--- config.mk ---
export PLATFORM = sky130hd
export DESIGN_NAME = mpt_plb
export DESIGN_NICKNAME = d
export VERILOG_FILES = /design/src/rtl/mpt_pkg.sv /design/src/rtl/mpt_plb_victim_sel.sv /design/src/rtl/mpt_plb.sv
export SDC_FILE = /design/constraint.sdc
export NUM_CORES = 2
export LEC_CHECK = 0
export ABC_CLOCK_PERIOD_IN_PS = 4700
export CORE_ASPECT_RATIO = 0.9
export CORE_MARGIN = 5
export CORE_UTILIZATION = 25
export DETAILED_ROUTE_END_ITERATION = 16
export GPL_ROUTABILITY_DRIVEN = 0
export PLACE_DENSITY = 0.52
export SETUP_SLACK_MARGIN = 0.02
export SYNTH_ARGS = -nofsm -noshare
export SYNTH_HDL_FRONTEND = slang
export SYNTH_SLANG_ARGS = --single-unit
--- constraint.sdc ---
create_clock -name clk_i -period 4.7 [get_ports clk_i]
set_clock_uncertainty 0.1 [all_clocks]
set_input_delay 0.705 -clock clk_i [delete_from_list [all_inputs] [get_ports clk_i]]
set_output_delay 0.705 -clock clk_i [all_outputs]
set_load 0.01 [all_outputs]
--- src/rtl/mpt_pkg.sv ---
// Shared MPT types: access kinds, permission encodings, PLB entry/request records
// and the permission check used by both the PLB and the MPT walker.
package mpt_pkg;

    localparam int unsigned XLEN     = 64;
    localparam int unsigned SDID_LEN = 6;

    typedef enum logic [1:0] {
        ACCESS_NONE  = 2'd0,
        ACCESS_READ  = 2'd1,
        ACCESS_WRITE = 2'd2,
        ACCESS_EXEC  = 2'd3
    } mpt_access_e;

    // Bit 0 = read, bit 1 = write, bit 2 = execute.
    typedef enum logic [2:0] {
        ALLOW_NONE = 3'b000,
        ALLOW_R    = 3'b001,
        ALLOW_W    = 3'b010,
        ALLOW_RW   = 3'b011,
        ALLOW_X    = 3'b100,
        ALLOW_RX   = 3'b101,
        ALLOW_WX   = 3'b110,
        ALLOW_RWX  = 3'b111
    } mpt_permissions_e;

    typedef struct packed {
        logic [SDID_LEN-1:0] sdid;
        logic [XLEN-1:0]     spa;
        mpt_permissions_e    perms;
    } plb_entry_t;

    typedef struct packed {
        logic [SDID_LEN-1:0] sdid;
        logic [XLEN-1:0]     spa;
        mpt_access_e         access_type;
    } plb_lookup_req_t;

    function automatic logic plb_perm_allowed(input mpt_permissions_e perms,
                                              input mpt_access_e      access_type);
        logic [2:0] p;
        logic       ok;
        p = perms;
        case (access_type)
            ACCESS_READ:  ok = p[0];
            ACCESS_WRITE: ok = p[1];
            ACCESS_EXEC:  ok = p[2];
            default:      ok = 1'b0;
        endcase
        return ok;
    endfunction

endpackage

--- src/rtl/mpt_plb_victim_sel.sv ---
// Replacement helper: lowest-index invalid slot plus a round-robin eviction
// pointer that only moves when a valid entry is actually evicted.
module mpt_plb_victim_sel
    import mpt_pkg::*;
#(
    parameter int unsigned NUM_ENTRIES = 8,
    parameter int unsigned IDX_W       = $clog2(NUM_ENTRIES)
) (
    input  logic                   clk_i,
    input  logic                   rst_ni,
    input  logic [NUM_ENTRIES-1:0] valid_i,
    input  logic                   evict_i,
    input  logic                   clear_i,
    output logic                   any_invalid_o,
    output logic [IDX_W-1:0]       first_invalid_o,
    output logic [IDX_W-1:0]       victim_o
);

    logic [IDX_W-1:0] victim_d;
    logic [IDX_W-1:0] victim_q;

    // Priority search: scanning downwards leaves the lowest invalid index.
    always_comb begin
        any_invalid_o   = 1'b0;
        first_invalid_o = {IDX_W{1'b0}};
        for (int i = NUM_ENTRIES - 1; i >= 0; i--) begin
            if (!valid_i[i]) begin
                any_invalid_o   = 1'b1;
                first_invalid_o = IDX_W'(i);
            end else begin
                any_invalid_o   = any_invalid_o;
            end
        end
    end

    // Pointer wraps naturally because NUM_ENTRIES is a power of two.
    always_comb begin
        victim_d = victim_q;
        if (clear_i) begin
            victim_d = {IDX_W{1'b0}};
        end else if (evict_i) begin
            victim_d = victim_q + {{(IDX_W-1){1'b0}}, 1'b1};
        end else begin
            victim_d = victim_q;
        end
    end

    // Round-robin pointer register.
    always_ff @(posedge clk_i or negedge rst_ni) begin
        if (!rst_ni) begin
            victim_q <= {IDX_W{1'b0}};
        end else begin
            victim_q <= victim_d;
        end
    end

    assign victim_o = victim_q;

endmodule

--- src/rtl/mpt_plb.sv ---
// Fully-associative permission lookaside buffer caching MPT leaf permissions
// per (SDID, page), with selective flush, in-place refill and hit/miss counters.
module mpt_plb
    import mpt_pkg::*;
#(
    parameter int unsigned NUM_ENTRIES   = 8,
    parameter int unsigned PAGE_OFFSET_W = 12,
    parameter int unsigned CNT_W         = 16
) (
    input  logic                           clk_i,
    input  logic                           rst_ni,
    input  logic                           lookup_valid_i,
    output logic                           lookup_ready_o,
    input  plb_lookup_req_t                lookup_req_i,
    output logic                           resp_valid_o,
    output logic                           resp_hit_o,
    output mpt_permissions_e               resp_perms_o,
    output logic                           resp_allowed_o,
    input  logic                           fill_valid_i,
    input  plb_entry_t                     fill_entry_i,
    input  logic                           flush_i,
    input  logic                           flush_sdid_en_i,
    input  logic [SDID_LEN-1:0]            flush_sdid_i,
    output logic [$clog2(NUM_ENTRIES):0]   occupancy_o,
    output logic [CNT_W-1:0]               hit_cnt_o,
    output logic [CNT_W-1:0]               miss_cnt_o
);

    localparam int unsigned IDX_W = $clog2(NUM_ENTRIES);
    localparam int unsigned OCC_W = IDX_W + 1;
    localparam int unsigned TAG_W = XLEN - PAGE_OFFSET_W;

    logic [NUM_ENTRIES-1:0] valid_d, valid_q;
    logic [SDID_LEN-1:0]    sdid_d  [NUM_ENTRIES];
    logic [SDID_LEN-1:0]    sdid_q  [NUM_ENTRIES];
    logic [TAG_W-1:0]       tag_d   [NUM_ENTRIES];
    logic [TAG_W-1:0]       tag_q   [NUM_ENTRIES];
    mpt_permissions_e       perms_d [NUM_ENTRIES];
    mpt_permissions_e       perms_q [NUM_ENTRIES];

    logic                   resp_valid_d, resp_valid_q;
    logic                   resp_hit_d, resp_hit_q;
    mpt_permissions_e       resp_perms_d, resp_perms_q;
    logic                   resp_allowed_d, resp_allowed_q;
    logic [OCC_W-1:0]       occupancy_d, occupancy_q;
    logic [CNT_W-1:0]       hit_cnt_d, hit_cnt_q;
    logic [CNT_W-1:0]       miss_cnt_d, miss_cnt_q;

    logic [TAG_W-1:0]       lk_tag_s, fill_tag_s;
    logic [NUM_ENTRIES-1:0] lk_match_s, fill_match_s;
    logic [IDX_W-1:0]       lk_idx_s, fill_idx_s, tgt_idx_s;
    logic                   lk_hit_s, fill_hit_s, lk_accept_s;
    logic                   any_invalid_s, evict_s, full_flush_s;
    logic [IDX_W-1:0]       first_invalid_s, victim_s;

    assign lk_tag_s     = lookup_req_i.spa[XLEN-1:PAGE_OFFSET_W];
    assign fill_tag_s   = fill_entry_i.spa[XLEN-1:PAGE_OFFSET_W];
    assign lk_accept_s  = lookup_valid_i & ~flush_i;
    assign full_flush_s = flush_i & ~flush_sdid_en_i;

    // Match vectors for the lookup and fill ports, one-hot encoded to an index.
    always_comb begin
        lk_match_s   = {NUM_ENTRIES{1'b0}};
        fill_match_s = {NUM_ENTRIES{1'b0}};
        lk_idx_s     = {IDX_W{1'b0}};
        fill_idx_s   = {IDX_W{1'b0}};
        for (int i = 0; i < NUM_ENTRIES; i++) begin
            lk_match_s[i]   = valid_q[i] && (sdid_q[i] == lookup_req_i.sdid) && (tag_q[i] == lk_tag_s);
            fill_match_s[i] = valid_q[i] && (sdid_q[i] == fill_entry_i.sdid) && (tag_q[i] == fill_tag_s);
            if (lk_match_s[i]) begin
                lk_idx_s = lk_idx_s | IDX_W'(i);
            end else begin
                lk_idx_s = lk_idx_s;
            end
            if (fill_match_s[i]) begin
                fill_idx_s = fill_idx_s | IDX_W'(i);
            end else begin
                fill_idx_s = fill_idx_s;
            end
        end
        lk_hit_s   = |lk_match_s;
        fill_hit_s = |fill_match_s;
    end

    // Replacement target: matching entry, else first invalid, else round-robin victim.
    always_comb begin
        evict_s = 1'b0;
        if (fill_hit_s) begin
            tgt_idx_s = fill_idx_s;
        end else if (any_invalid_s) begin
            tgt_idx_s = first_invalid_s;
        end else begin
            tgt_idx_s = victim_s;
            evict_s   = fill_valid_i & ~flush_i;
        end
    end

    mpt_plb_victim_sel #(
        .NUM_ENTRIES (NUM_ENTRIES),
        .IDX_W       (IDX_W)
    ) u_victim_sel (
        .clk_i           (clk_i),
        .rst_ni          (rst_ni),
        .valid_i         (valid_q),
        .evict_i         (evict_s),
        .clear_i         (full_flush_s),
        .any_invalid_o   (any_invalid_s),
        .first_invalid_o (first_invalid_s),
        .victim_o        (victim_s)
    );

    // Entry array update; a flush wins over a same-cycle fill, which is dropped.
    always_comb begin
        valid_d = valid_q;
        sdid_d  = sdid_q;
        tag_d   = tag_q;
        perms_d = perms_q;
        if (flush_i) begin
            for (int i = 0; i < NUM_ENTRIES; i++) begin
                if (!flush_sdid_en_i || (sdid_q[i] == flush_sdid_i)) begin
                    valid_d[i] = 1'b0;
                end else begin
                    valid_d[i] = valid_q[i];
                end
            end
        end else if (fill_valid_i) begin
            valid_d[tgt_idx_s] = 1'b1;
            sdid_d[tgt_idx_s]  = fill_entry_i.sdid;
            tag_d[tgt_idx_s]   = fill_tag_s;
            perms_d[tgt_idx_s] = fill_entry_i.perms;
        end else begin
            valid_d = valid_q;
        end
    end

    // Occupancy is counted from the next state so the register tracks the array.
    always_comb begin
        occupancy_d = {OCC_W{1'b0}};
        for (int i = 0; i < NUM_ENTRIES; i++) begin
            occupancy_d = occupancy_d + {{(OCC_W-1){1'b0}}, valid_d[i]};
        end
    end

    // Response capture and saturating statistics; responses hold while idle.
    always_comb begin
        resp_valid_d   = lk_accept_s;
        resp_hit_d     = resp_hit_q;
        resp_perms_d   = resp_perms_q;
        resp_allowed_d = resp_allowed_q;
        hit_cnt_d      = hit_cnt_q;
        miss_cnt_d     = miss_cnt_q;
        if (lk_accept_s) begin
            resp_hit_d     = lk_hit_s;
            resp_perms_d   = lk_hit_s ? perms_q[lk_idx_s] : ALLOW_NONE;
            resp_allowed_d = lk_hit_s && plb_perm_allowed(perms_q[lk_idx_s], lookup_req_i.access_type);
            if (lk_hit_s) begin
                if (hit_cnt_q != {CNT_W{1'b1}}) begin
                    hit_cnt_d = hit_cnt_q + {{(CNT_W-1){1'b0}}, 1'b1};
                end else begin
                    hit_cnt_d = hit_cnt_q;
                end
            end else begin
                if (miss_cnt_q != {CNT_W{1'b1}}) begin
                    miss_cnt_d = miss_cnt_q + {{(CNT_W-1){1'b0}}, 1'b1};
                end else begin
                    miss_cnt_d = miss_cnt_q;
                end
            end
        end else begin
            resp_hit_d = resp_hit_q;
        end
    end

    // Entry array registers.
    always_ff @(posedge clk_i or negedge rst_ni) begin
        if (!rst_ni) begin
            valid_q <= {NUM_ENTRIES{1'b0}};
            for (int i = 0; i < NUM_ENTRIES; i++) begin
                sdid_q[i]  <= {SDID_LEN{1'b0}};
                tag_q[i]   <= {TAG_W{1'b0}};
                perms_q[i] <= ALLOW_NONE;
            end
        end else begin
            valid_q <= valid_d;
            sdid_q  <= sdid_d;
            tag_q   <= tag_d;
            perms_q <= perms_d;
        end
    end

    // Response, occupancy and counter registers.
    always_ff @(posedge clk_i or negedge rst_ni) begin
        if (!rst_ni) begin
            resp_valid_q   <= 1'b0;
            resp_hit_q     <= 1'b0;
            resp_perms_q   <= ALLOW_NONE;
            resp_allowed_q <= 1'b0;
            occupancy_q    <= {OCC_W{1'b0}};
            hit_cnt_q      <= {CNT_W{1'b0}};
            miss_cnt_q     <= {CNT_W{1'b0}};
        end else begin
            resp_valid_q   <= resp_valid_d;
            resp_hit_q     <= resp_hit_d;
            resp_perms_q   <= resp_perms_d;
            resp_allowed_q <= resp_allowed_d;
            occupancy_q    <= occupancy_d;
            hit_cnt_q      <= hit_cnt_d;
            miss_cnt_q     <= miss_cnt_d;
        end
    end

    assign lookup_ready_o = ~flush_i;
    assign resp_valid_o   = resp_valid_q;
    assign resp_hit_o     = resp_hit_q;
    assign resp_perms_o   = resp_perms_q;
    assign resp_allowed_o = resp_allowed_q;
    assign occupancy_o    = occupancy_q;
    assign hit_cnt_o      = hit_cnt_q;
    assign miss_cnt_o     = miss_cnt_q;

endmodule

# == Word-level counts from Yosys, hierarchy flattened ==
# Index checks and enable logic that the tools add are counted.
# totals
register_bits,541
in_bits,157
out_inout_bits,43
# op_classes
add_sub_neg,10
magnitude_cmp,5
eq_ne,45
n_mux,63
bitwise,9
n_reduce_logical,50
# op_table
cell,n
52-bit equality test,16
416-bit bitwise mux,1
52-bit demux with 3-bit select,1
6-bit equality test,24
3-bit two-way mux,24
52-bit two-way mux,1
48-bit bitwise mux,1
1-bit logical AND,35
16-bit by 1-bit adder with 16-bit output (second input constant),2
16-bit inequality test (second input constant),2
24-bit bitwise mux,1
1-bit two-way mux,22
6-bit demux with 3-bit select,1
4-bit by 1-bit adder with 4-bit output,4
8-bit two-way mux,2
8-bit OR reduction,2
3-bit binary-select mux with 3-bit select,1
3-bit demux with 3-bit select,1
4-bit >= comparator (second input constant),2
1-bit logical OR,8
2-bit two-way mux,4
3-bit inverter with 4-bit output,2
8-bit bitwise OR,1
6-bit two-way mux,1
17 further kinds,23

# == Depth between registers and ports, before layout ==
# depth
depth_word,25
ltp_mapped,22

# == Hierarchy ==
# From an unflattened synthesis, not the netlist that was laid out.
# hier_totals
hier_cells,3045
hier_area_um2,33045.4
# by_module_without_submodules
mod,instances,cells_per_inst,area_per_inst_um2,seq_area_each_um2
mpt_plb,1,3019,32839.0,13462.9
mpt_plb_victim_sel,1,26,206.4,75.1

# == Worst setup path before layout ==
# No wires, ideal clock.
# synth_path
path_kind,in2reg
startpoint,input port fill_entry_i[67] in the netlist's numbering
endpoint,"register occupancy_q[2], in the netlist occupancy_o[2]"
setup_time_ns,0.123
t_arrival_ns,5.435
t_required_ns,4.477
slack_ns,-0.957
path_stages,22
path_cell_list,clkbuf_1 -> clkbuf_1 -> xnor2_1 -> nand4_1 -> nor4_1 -> nand4_1 -> o22ai_1 -> nor3_1 -> nor3_1 -> inv_1 -> nor2_2 -> buf_2 -> a21o_1 -> fa_1 -> inv_1 -> fa_1 -> fa_1 -> inv_1 -> ha_1 -> inv_1 -> fa_1 -> xnor2_1
# synth_rtl
element,line_no,source
from (decl),mpt_plb.sv:20,"input plb_entry_t fill_entry_i,"
6-bit equality test,mpt_plb.sv:69,fill_match_s[i] = valid_q[i] && (sdid_q[i] == fill_entry_i.sdid) && (tag_q[i] == fill_tag_s);
1-bit logical AND (2 in a row),mpt_plb.sv:69,
1-bit two-way mux,mpt_plb.sv:75,if (fill_match_s[i]) begin
2-bit two-way mux (2 in a row),mpt_plb.sv:75,
3-bit two-way mux (4 in a row),mpt_plb.sv:75,
3-bit two-way mux (*),mpt_plb.sv:88,if (fill_hit_s) begin
3-bit by 4-bit < comparator with 1-bit output (implied by the code) or 3-bit by 1-bit >= comparator with 1-bit output (tied branches),mpt_plb.sv:127,valid_d[tgt_idx_s] = 1'b1;
1-bit logical AND (implied by the code),mpt_plb.sv:127,
1-bit two-way mux (implied by the code),mpt_plb.sv:127,
1-bit demux with 3-bit select (*),mpt_plb.sv:127,
8-bit bitwise OR (no line) (*),--,
8-bit two-way mux (*),mpt_plb.sv:126,end else if (fill_valid_i) begin
8-bit two-way mux (*),mpt_plb.sv:118,if (flush_i) begin
via valid_d[3],mpt_plb.sv:33,"logic [NUM_ENTRIES-1:0] valid_d, valid_q;"
3-bit by 1-bit adder with 4-bit output (*),mpt_plb.sv:140,"occupancy_d = occupancy_d + {{(OCC_W-1){1'b0}}, valid_d[i]};"
4-bit by 1-bit adder with 4-bit output (*) (4 in a row),mpt_plb.sv:140,
via occupancy_d[2],mpt_plb.sv:45,"logic [OCC_W-1:0] occupancy_d, occupancy_q;"
to (signal assigned),mpt_plb.sv:198,occupancy_q <= {OCC_W{1'b0}};
to (signal assigned),mpt_plb.sv:206,occupancy_q <= occupancy_d;
to (decl),mpt_plb.sv:45,
# The timed path passes the listed nets; every way through them passes the cells marked *.
# A chain may end at the register's enable or synchronous reset.

# == Worst setup path after layout ==
# layout_path
startpoint,register tag_q[45] in the netlist's numbering
endpoint,"register occupancy_q[1], in the netlist occupancy_o[1]"
# layout_between
elab_chain_cells,18
# layout_rtl
element,line_no,source
from (decl),mpt_plb.sv:37,logic [TAG_W-1:0] tag_q [NUM_ENTRIES];
"from (signal, indexed assignment)",mpt_plb.sv:180,tag_q[i] <= {TAG_W{1'b0}};
from (signal assigned),mpt_plb.sv:186,tag_q <= tag_d;
52-bit equality test (*),mpt_plb.sv:69,
1-bit logical AND (*),mpt_plb.sv:69,
8-bit OR reduction or 3-bit two-way mux (tied branches),"mpt_plb.sv:82, mpt_plb.sv:75",
3-bit two-way mux (*),mpt_plb.sv:88,
3-bit by 4-bit < comparator with 1-bit output (implied by the code) or 3-bit by 1-bit >= comparator with 1-bit output (tied branches),mpt_plb.sv:127,
1-bit logical AND (implied by the code),mpt_plb.sv:127,
1-bit two-way mux (implied by the code),mpt_plb.sv:127,
1-bit demux with 3-bit select (*),mpt_plb.sv:127,
8-bit bitwise OR (no line) (*),--,
8-bit two-way mux (*),mpt_plb.sv:126,
8-bit two-way mux (*),mpt_plb.sv:118,
via valid_d[0],mpt_plb.sv:33,
1-bit by 1-bit adder with 2-bit output (*),mpt_plb.sv:140,
2-bit by 1-bit adder with 3-bit output (*),mpt_plb.sv:140,
3-bit by 1-bit adder with 4-bit output (*),mpt_plb.sv:140,
4-bit by 1-bit adder with 4-bit output (*) (4 in a row),mpt_plb.sv:140,
via occupancy_d[1],mpt_plb.sv:45,
# Marked as above.

==> impl_metrics.toml <==
[layout]
layout.nets = 4621
stdcell_area_um2 = 51010
nFillCells = 14000
drive_gt1_frac = 0.3757
final_util = 0.3642
syn_to_final_growth_pct = 44.35

[timing]
finalCritPeriodShare = 1.148
worstMarginPinSlew_ps = 1080
maxSlewViolCount = 0
finalHoldViolCount = 1
relSlewSlack = 0.2802
setup_slack_ps = -697.1
setup_viol_count_final = 4
fmax_ghz = 0.1853
rsz0062_at_grt = "yes"
finalCriticalPeriod_ps = 5397
worst_hold_slack_ps = -21.28

[clocking]
tritoncts = "built"
root_buffer = "clkbuf_16"
path_clk_slew_ps = 70
clk_latency_ps = 670
cts-htree-levels = 3
cts_sinks = 541
cts_buffer_depth = 3
numCtsBuffers = 72
ctsHoldBuffers = 0

[floorplanning]
initial_core_util = 0.2523
die_area_um2 = 149000
die_x_um = 406.3
rows = 130
io_pins = 200
die_y_um = 366.7
core_area_um2 = 140000

[placed_design]
post_dp_cell_area_um2 = 47300
io_buffers = 175
dp_hpwl_mm = 152.4
preCtsSetupSlack_ps = -1889

[drt]
post-route-drc-count = 0
drt-total-wl_mm = 202.1
dr_total_vias = 33990
wl_per_cell_um = 31.81
ant_nets = 0
drtPass1Iterations = 8
routed_via_density = 5.348
drt_iter0_markers = 4773

[critical_path]
cp.arrival_ps = 5810
path_cells = "o21ai_0 -> or4_1 -> or4_4 -> o22ai_4 -> nor2_4 -> and3b_2 -> nand2_2 -> nor2_4 -> a21o_1 -> fa_1 -> inv_2 -> fa_1 -> fa_2 -> inv_2 -> ha_4 -> inv_2 -> fa_2 -> inv_1"
cp-start-kind = "flip-flop"
crit_buf_inv = 4
end_kind = "flip-flop"
r2r_start = "tag_q[45]"
required_ps = 5120
cp_common_cell = "inv_2"
critical-path-max-stage-delay_ps = 610
r2r-end = "occupancy_o[1]"
worstPathMaxFanout = 4
crit_type = "flip-flop to flip-flop"
critical_path.top_delay_family = "adder cells"
r2r_slack_ps = -700
rr_worst_depth = 18
crit_slowest_cell = "or4_4"

[logic_synthesis]
yosysWarnings = 0
yosysMostFrequentCell = "xnor2_1"
syn-num-nets = 3550
ys_ff_latch = 541
ys.flop_type = "dfrtp_1"
yosys-top-cells-area = "dfrtp_1, xnor2_1, mux2_2, xor2_1, nand4_1"
netlist_instances = 3383
ys_types = 83
synth_common_cells = "xnor2_1, dfrtp_1, mux2_2"
netlist.area_leader.share = 0.3831
yosysSeqAreaShare = 0.3831
synth_area_um2 = 35340
synthArstFlopShare = 1.000
avgSynthCellArea_um2 = 10.45
synth_edf_count = 0
post-synth-top-area-cell = "dfrtp_1"

[pwr]
p_leak_nw = 22.75
powerDensity_nw_per_um2 = 420.0
vdd_drop_max_mv = 0.2535
total_power_mw = 21.42

[global_routing]
gr-total-overflow = 0
track_usage = 0.2605
grt_max_degree = 80
antenna_found_initial = 6
first_global_vias = 32950
grt_pass1_wl_mm = 269.4

[run]
cap_violations = 0

[hold_path]
hp-class = "primary input to asynchronous set/reset pin"

[status]
violations = "hold timing, setup timing"
outcome = "complete, but fails checks"
[worst reg2reg max path, delay by kind of cell, from the launching register on]
family | cells | cell delay [ps]
AO/OA/AOI/OAI | 3 | 670
AND/OR/NAND/NOR | 6 | 1590
buffers and inverters | 4 | 180
flip-flops | 1 | 550
adder cells (fa/ha/maj) | 5 | 2150
[placed cells by master, fill, tap and decap left out, drive strengths merged, types with 62 or more instances in the layout]
| master | count |
|---|---|
| clkbuf | 102 |
| nand3 | 62 |
| nand2 | 83 |
| xor2 | 245 |
| nor4 | 126 |
| nand2b | 213 |
| clkdlybuf4s50 | 123 |
| nand4 | 244 |
| inv | 154 |
| buf | 1050 |
| mux2 | 439 |
| dfrtp | 541 |
| xnor2 | 557 |
[where the power goes]
| group | internal [mW] | switching, mW | leakage (nW) |
|---|---|---|---|
| logic | 4.52 | 4.65 | 14.7 |
| clock network | 3.33 | 2.37 | 1.13 |
| registers | 5.71 | 0.840 | 6.94 |
[area by class of cell]
| cell class | instances | area, µm² | area share |
|---|---|---|---|
| multi-input combinational | 2457 | 20560 | 0.4030 |
| sequential | 541 | 13540 | 0.2654 |
| timing repair buffer | 1231 | 11670 | 0.2287 |
| tap | 1848 | 2312 | 0.04533 |
| clock buffer | 95 | 1958 | 0.03839 |
| inverter | 151 | 574.3 | 0.01126 |
| clock inverter | 26 | 387.9 | 0.007604 |
| antenna | 6 | 15.01 | 0.0002943 |
[kinds of logic (layout without fill, tap and decap cells)]
group,Yosys count,count (layout),share of synthesized area
mux,491,491,0.1596
flops,541,541,0.3831
simple gates,952,952,0.1600
other cells,0,6,0
fa+ha+maj,10,10,0.004391
buf+inv,385,1503,0.05070
xor+xnor,802,802,0.1988
compound gates,202,202,0.04337
[flip-flops by register name (all words and copies together) (netlist names)]
signal and cells:
perms_q 24, valid_q 8, tag_q 416, sdid_q 48, hit_cnt_o 16, u_victim_sel.victim_o 3
resp_valid_o 1, miss_cnt_o 16, resp_perms_o 3, resp_hit_o 1, resp_allowed_o 1, occupancy_o 4
[metrics by stage]
stage / hold slack (ps) / setup TNS, ps / instances
final: -21.28 / -2117 / 6355
after detailed placement: 381.8 / -373930 / 6167
after global placement: 372.6 / -351040 / 6167
after CTS: 1.640 / -1686 / 6327
after floorplan: 309.4 / -2229 / 3383
after global routing: 22.24 / -2445 / 6349
[worst max path at each step]
stage | cells past startpoint | endpoint | slack (ps) | start
floorplan | 21 | occupancy_o[2] | -750 | fill_entry_i[40]
global placement | 24 | occupancy_o[1] | -1880 | fill_entry_i[72]
detailed placement | 24 | occupancy_o[2] | -1890 | fill_entry_i[72]
CTS | 24 | occupancy_o[2] | -590 | fill_entry_i[28]
global route | 25 | occupancy_o[1] | -780 | fill_entry_i[43]
finish | 18 | occupancy_o[1] | -700 | tag_q[45]
[timing repair]
item	in CTS	in global routing
resized for setup	127	65
cloned	5	3
pin swaps	35	46
setup endpoints to repair	379	144
setup buffers	34	19
[per-layer routing]
layer  GRT usage  routed length, µm
met1      0.3343              78050
met2      0.3537              78210
met3     0.09874              27550
met4      0.1863              18230
met5    0.009097                121
Note: power is estimated with default switching activity, not from simulation.
